**src/rtl/lopd_norm_pipe.sv**
```systemverilog
// Two-stage leading/trailing-one detector with normaliser.
// Stage 1 registers the input word, its search direction and tag, along with
// the one-position and the zero flag. Stage 2 barrel-shifts the word so the
// detected one lands at the MSB (dir=0) or the LSB (dir=1), then registers
// every output. A valid/ready handshake on each side stalls the whole pipe
// without dropping or duplicating words.
module lopd_norm_pipe #(
    parameter int SIZE_DATA = 16,
    parameter int SIZE_POS  = $clog2(SIZE_DATA),
    parameter int SIZE_TAG  = 4
) (
    input  logic                i_clk,
    input  logic                i_rst_n,
    input  logic                i_valid,
    output logic                o_ready,
    input  logic [SIZE_DATA-1:0] i_data,
    input  logic                i_dir,
    input  logic [SIZE_TAG-1:0] i_tag,
    output logic                o_valid,
    input  logic                i_ready,
    output logic [SIZE_POS-1:0] o_pos_one,
    output logic                o_zero_flag,
    output logic [SIZE_DATA-1:0] o_norm_data,
    output logic [SIZE_TAG-1:0] o_tag
);

    // Counts leading zeros with a log-depth tree. Each level checks whether
    // the upper half of the remaining window is empty. If it is, the level
    // sets its bit of the count and drops that half. An all-zero word
    // returns SIZE_DATA-1, and the caller masks that case.
    function automatic logic [SIZE_POS-1:0] lead_zeros(input logic [SIZE_DATA-1:0] value);
        logic [SIZE_DATA-1:0] window;
        logic [SIZE_DATA-1:0] upper_mask;
        logic [SIZE_POS-1:0]  count;
        window = value;
        count  = '0;
        for (int lvl = SIZE_POS - 1; lvl >= 0; lvl--) begin
            upper_mask = ~({SIZE_DATA{1'b1}} >> (1 << lvl));
            if ((window & upper_mask) == '0) begin
                count[lvl] = 1'b1;
                window     = window << (1 << lvl);
            end
        end
        return count;
    endfunction

    // Reverses the bit order so the leading-zero tree can search from the LSB.
    function automatic logic [SIZE_DATA-1:0] bit_reverse(input logic [SIZE_DATA-1:0] value);
        logic [SIZE_DATA-1:0] rev;
        for (int b = 0; b < SIZE_DATA; b++) begin
            rev[b] = value[SIZE_DATA-1-b];
        end
        return rev;
    endfunction

    logic                 s1_valid;
    logic [SIZE_DATA-1:0] s1_data;
    logic                 s1_dir;
    logic [SIZE_TAG-1:0]  s1_tag;
    logic [SIZE_POS-1:0]  s1_pos;
    logic                 s1_zero;

    logic                 s2_valid;
    logic                 s1_adv;
    logic                 s2_adv;
    logic [SIZE_POS-1:0]  in_pos;
    logic                 in_zero;
    logic [SIZE_DATA-1:0] s1_norm;

    // Stall control: a stage moves when it is empty or its consumer moves.
    always_comb begin
        s2_adv  = !s2_valid || i_ready;
        s1_adv  = !s1_valid || s2_adv;
        o_ready = s1_adv;
    end

    // Stage 1 logic: find the position of the one and flag a zero word.
    always_comb begin
        // NOTE: every always_comb output gets a value first. No path can leave it unassigned, so no latch is inferred.
        in_pos  = '0;
        in_zero = (i_data == '0);
        if (!in_zero) begin
            in_pos = i_dir ? lead_zeros(bit_reverse(i_data)) : lead_zeros(i_data);
        end
    end

    // Stage 2 logic: shift the word by the registered position. Zeros fill the vacated bits.
    always_comb begin
        s1_norm = s1_dir ? (s1_data >> s1_pos) : (s1_data << s1_pos);
    end

    // Stage 1 register: load a new word whenever the stage can advance.
    always_ff @(posedge i_clk or negedge i_rst_n) begin
        // NOTE: the datapath registers are reset as well as the valid flags, so every register leaves reset at zero.
        if (!i_rst_n) begin
            s1_valid <= 1'b0;
            s1_data  <= '0;
            s1_dir   <= 1'b0;
            s1_tag   <= '0;
            s1_pos   <= '0;
            s1_zero  <= 1'b0;
        end else if (s1_adv) begin
            // NOTE: non-blocking assignments make every register sample pre-edge values, so stages do not race.
            s1_valid <= i_valid;
            if (i_valid) begin
                s1_data <= i_data;
                s1_dir  <= i_dir;
                s1_tag  <= i_tag;
                s1_pos  <= in_pos;
                s1_zero <= in_zero;
            end
        end
    end

    // Stage 2 register: drive the outputs. They hold while downstream stalls.
    always_ff @(posedge i_clk or negedge i_rst_n) begin
        if (!i_rst_n) begin
            s2_valid    <= 1'b0;
            o_pos_one   <= '0;
            o_zero_flag <= 1'b0;
            o_norm_data <= '0;
            o_tag       <= '0;
        end else if (s2_adv) begin
            s2_valid <= s1_valid;
            if (s1_valid) begin
                o_pos_one   <= s1_pos;
                o_zero_flag <= s1_zero;
                o_norm_data <= s1_norm;
                o_tag       <= s1_tag;
            end
        end
    end

    assign o_valid = s2_valid;

endmodule

```
**config.mk**
```make
export PLATFORM = sky130hd
export DESIGN_NAME = lopd_norm_pipe
export DESIGN_NICKNAME = d
export VERILOG_FILES = /design/src/rtl/lopd_norm_pipe.sv
export SDC_FILE = /design/constraint.sdc
export NUM_CORES = 1
export LEC_CHECK = 0
export CAP_MARGIN = 5
export CELL_PAD_IN_SITES_DETAIL_PLACEMENT = 0
export CELL_PAD_IN_SITES_GLOBAL_PLACEMENT = 1
export CORE_MARGIN = 2
export CORE_UTILIZATION = 38
export CTS_CLUSTER_DIAMETER = 120
export DETAILED_ROUTE_END_ITERATION = 8
export HOLD_SLACK_MARGIN = 0.08
export PLACE_DENSITY_LB_ADDON = 0.1
export SYNTH_ARGS = -nofsm -noshare
export SYNTH_HDL_FRONTEND = slang
export SYNTH_SLANG_ARGS = --single-unit
export TNS_END_PERCENT = 5
```
**constraint.sdc**
```tcl
create_clock -name i_clk -period 2 [get_ports i_clk]
set_clock_uncertainty 0.2 [all_clocks]
set_input_delay 0.4 -clock i_clk [delete_from_list [all_inputs] [get_ports i_clk]]
set_output_delay 0.4 -clock i_clk [all_outputs]
set_load 0.03 [all_outputs]
```
Word-level counts from Yosys, hierarchy flattened
Cells that the tools add are included.
{ "op_classes": {"shifts": 2, "n_mux": 23, "n_reduce_logical": 15} }
{ "op_table": {"columns": ["op", "count"], "rows": [
  ["16-bit two-way mux", 13],
  ["16-bit zero test", 9],
  ["16-bit by 4-bit left shift with 16-bit output", 1],
  ["16-bit by 4-bit >> shifter with 16-bit output", 1],
  ["1-bit two-way mux", 8],
  ["4-bit two-way mux", 2],
  ["2-bit AND reduction", 2],
  ["1-bit zero test", 2],
  ["1-bit logical OR", 2]
]} }
{ "totals": {"reg_bits": 53, "in_bits": 25, "output_inout_bits": 27, "elab_cells": 51} }

Depth between registers and ports, before layout
{ "depth": {"ltp_word": 13, "ltp_mapped": 8, "ltp_nobuf": 5} }

Least setup slack after synthesis
OpenSTA, ideal clock, no wires.
{ "synth_timing": {"kind": "register -> register", "from": "register s2_valid (netlist: o_valid)", "to": "register s1_data[0]", "setup_time_ns": 0.125, "arrival_time_ns": 1.910, "required_ns": 1.675, "setup_slack_ns": -0.235, "path_stages_with_launch": 6, "path_buffers": 2, "period_less_slack_ns": 2.235, "path_cell_list": "dfrtp_1 -> nand3b_1 -> and2_1 -> clkbuf_1 -> buf_1 -> mux2_2"} }
{ "synth_between": {"elab_chain_cells": 4} }
{ "synth_rtl": {"columns": ["element", "line_no", "text"], "rows": [
  ["from (decl)", "63", "logic s2_valid;"],
  ["from (signal assigned)", "124", "s2_valid <= s1_valid;"],
  ["1-bit zero test", "72", "s2_adv = !s2_valid || i_ready;"],
  ["1-bit logical OR", "72", null],
  ["1-bit logical OR", "73", "s1_adv = !s1_valid || s2_adv;"],
  ["named net o_ready", "15", "output logic o_ready,"],
  ["2-bit AND reduction (no line)", null, null],
  ["to (signal assigned)", "106", "s1_data <= i_data;"],
  ["to (decl)", "57", "logic [SIZE_DATA-1:0] s1_data;"]
]} }
The timed path passes the listed nets, and every way through them passes these cells.
A chain may end at the register's enable or synchronous reset.

Final worst setup path
{ "layout_timing": {"from": "register s1_pos[0]", "to": "register o_norm_data[6]"} }
{ "layout_between": {"elab_chain_cells": 2, "word_cells_on_any_way": 3, "cone_classes": "shift (2); mux (1)"} }
{ "layout_rtl": {"columns": ["element", "line_no", "text"], "rows": [
  ["from (decl)", "60", "logic [SIZE_POS-1:0] s1_pos;"],
  ["from (signal assigned)", "109", "s1_pos <= in_pos;"],
  ["16-bit by 4-bit left shift with 16-bit output / 16-bit by 4-bit >> shifter with 16-bit output (equally long branches)", "89", "s1_norm = s1_dir ? (s1_data >> s1_pos) : (s1_data << s1_pos);"],
  ["16-bit two-way mux *", "89", null],
  ["to (signal assigned)", "128", "o_norm_data <= s1_norm;"],
  ["to (decl)", "23", "output logic [SIZE_DATA-1:0] o_norm_data,"]
]} }
Every way passes the cells marked *; elsewhere a longest branch is shown, timed or not.

==> metrics.txt <==
run status=complete, but fails checks; violated checks=setup timing; Crit Path Max Fanout=22; Setup crit end kind=flop; ys async rst share=1.000; Tightest Pin Transition=0.4102 ns; final WL=10,380 um; RD Place Congestion=0.9265; Stages on worst setup path=5; pin count of the biggest net entering global routing=54; PwrDens=863.5 mW/mm2; dominant synthesized flop cell=dfrtp_1; most common library cells after synthesis=53 x dfrtp_1, 49 x nand2_1, 33 x mux2_2, 21 x mux2i_1; Synthesis Warnings=0; crit path DAT=2.18 ns; fin nets=520; main area contributors after synthesis=dfrtp_1 37%, mux2_2 10%, mux4_2 8.9%, mux2i_1 5.9%, nand2_1 5.2%; htree depth=2; Peak Freq=between 400 and 500 MHz; total of max-cap violations=0; RSZ-0062 raised after global routing=yes; Initial Util=0.3881; HP Class=reg2reg; CP Cell Sequence=buf_12, mux2_4, mux4_2, a211o_1, a22o_1; Post-DRT Antenna Nets=0; io pins=52; most numerous cell in the Yosys netlist=dfrtp_1; Syn-to-layout area delta=43.99%; CTS buffer count=5; Netlist Area Pre-Place=0.003552 mm2; Crit path buffers/inverters=1; GRT Overall Usage=0.2135; clk root buf=clkbuf_8; post-DP HPWL=7990 um; maximum vdd drop=354.7 uV; Syn Area/Cell=9.922 um2; global route total overflow=0; # diodes=0; die span in y=a little over 100 um; global-route wire length before repair=17,180 um; startpoint types=flop; die area=0.01014 mm2; max incr delay on CP=0.51 ns; LEAKAGE=between 2 and 2.5 nW; R2R depth=5; site row count=35; vias=3,367; Critical Path RT=2.01 ns; clock latency on the worst-skew pair=0.32 ns; layout cells sized above 1=0.3508; Final setup viols=14; vias in the first global route=3,296; Top Family by Delay on Critical Path=multiplexers; CTS tree=built; Post-route DRC=0; post-synth cell types=54; post-DR vias/cell=5.547; clock-pin slew on the worst setup and hold paths=0.11 ns; Fillers=844; Post-synth EDFFs=0; Core ar.=0.009153 mm2; Syn Nets=approximately 380; minimum clock period=between 2 and 2.5 ns; non-filler cells, final=607; initial antenna violation count=0; Chip Width=100.7 um; max-slew violations=0; Slew Limit Headroom=0.7257; CP max-delay cell=mux4_2; sequential-to-total area share from yosys stat=0.3734; WS Path Type=reg2reg; Post-Synthesis Cells=358; fin worst setup slack=-0.1671 ns; register bit total from synthesis=53; hold path start=s1_tag[0]; Hold Crit Depth=2; placed cell count=598; cell type with the highest aggregate area in the netlist=dfrtp_1; FF-to-FF Start=s1_pos[0]; clk buf depth=2; post-DR wirelength/cell=17.10 um; Detailed Route Iter0 Violations=roughly 130; setup tns final=-0.8751 ns; 1st-pass router iterations=4; postcts setup bufs=0; final clock period utilization by the worst path=1.084; CTS Sinks=between 50 and 60; Critical path origin=s1_pos[0]; post-synth top area share=0.3734; # port buffers=51; Final Hold Viols=0
## worst reg2reg max path, delay by kind of cell (launching register included)
kind                   cells  cell delay, ns
flip-flops                 1            0.39
multiplexers               2            0.85
buffers and inverters      1            0.19
AO/OA/AOI/OAI              2            0.45
## layer usage
| metal | vias to the layer above | track usage | part of all wire |
|---|---|---|---|
| li1 | 1624 | - | - |
| met1 | 1641 | 0.2934 | 0.46 |
| met2 | 86 | 0.3533 | 0.49 |
| met3 | 16 | 0.02358 | 0.027 |
| met4 | 0 | 0.06744 | 0.019 |
| met5 | - | 0 | 0 |
## final timing paths
| check | to | slack, ns |
|---|---|---|
| setup / recovery | o_norm_data[6] | -0.17 |
| hold / removal | o_tag[0] | 0.28 |
| setup reg to reg | o_norm_data[6] | -0.17 |
| hold reg to reg | o_tag[0] | 0.28 |
| max in group asynchronous | o_norm_data[5] | 0.94 |
| min in group asynchronous | o_norm_data[7] | 0.39 |
## registers in the layout, indices dropped and copies added, names as in the netlist
register,flops
s1_valid,1
s1_zero,1
s1_tag,4
o_norm_data,16
s1_data,16
o_valid,1
s1_dir,1
o_pos_one,4
s1_pos,4
o_tag,4
o_zero_flag,1
## report_power, final
part           switching [mW]  internal (mW)
Clock                   0.414          0.266
Combinational            1.11           1.18
Sequential              0.163           1.28
## kinds of logic after synthesis
| group | synth area share |
|---|---|
| simple gates | 0.1715 |
| mux | 0.2610 |
| compound gates | 0.1546 |
| buf+inv | 0.03945 |
| flops | 0.3734 |
## layout make-up
class | count | area [um2] | area share
Clock buffer | 5 | 68.82 | 0.01345
Clock inverter | 3 | 28.78 | 0.005626
Inverter | 4 | 15.01 | 0.002935
Multi-Input combinational cell | 277 | 2165 | 0.4232
Sequential cell | 53 | 1326 | 0.2593
Tap cell | 111 | 138.9 | 0.02715
Timing Repair Buffer | 154 | 1373 | 0.2683
## layout by cell type, fill, tap and decap left out, types with 6 or more instances in the layout
cell type        count
buf_4               96
dfrtp_1             53
nand2_1             48
clkdlybuf4s50_1     43
mux2_2              31
mux2i_1             17
a21oi_1             17
nor2_1              17
mux4_2              14
nor3_1              13
o21ai_0             12
nand2b_1             8
nor2b_1              8
a211oi_1             8
nor4_1               6
dlymetal6s2s_1       6
buf_12               6
## timing repair
action | in CTS | in global routing
endpoints found under the setup margin | 16 | 25
hold endpoints to repair | 53 | 0
hold buffers | 1 | 0
resized for setup | 12 | 15
pin swaps | 2 | 3
## metrics by stage
stage	instance area, um2	power [mW]	hold slack, ns	utilization	setup WS, ns
after floorplan	3557	2.668	-0.09559	-	-0.09860
after global placement	4910	3.670	0.2151	0.5364	-0.2945
after detailed placement	4910	3.696	0.2184	0.5364	-0.4030
after CTS	5069	4.436	0.2804	0.5538	-0.1653
after global routing	5115	4.679	0.3047	0.5589	-0.2051
final	5115	4.417	0.2809	0.5589	-0.1671
Note: power is estimated with default switching activity, not from simulation.
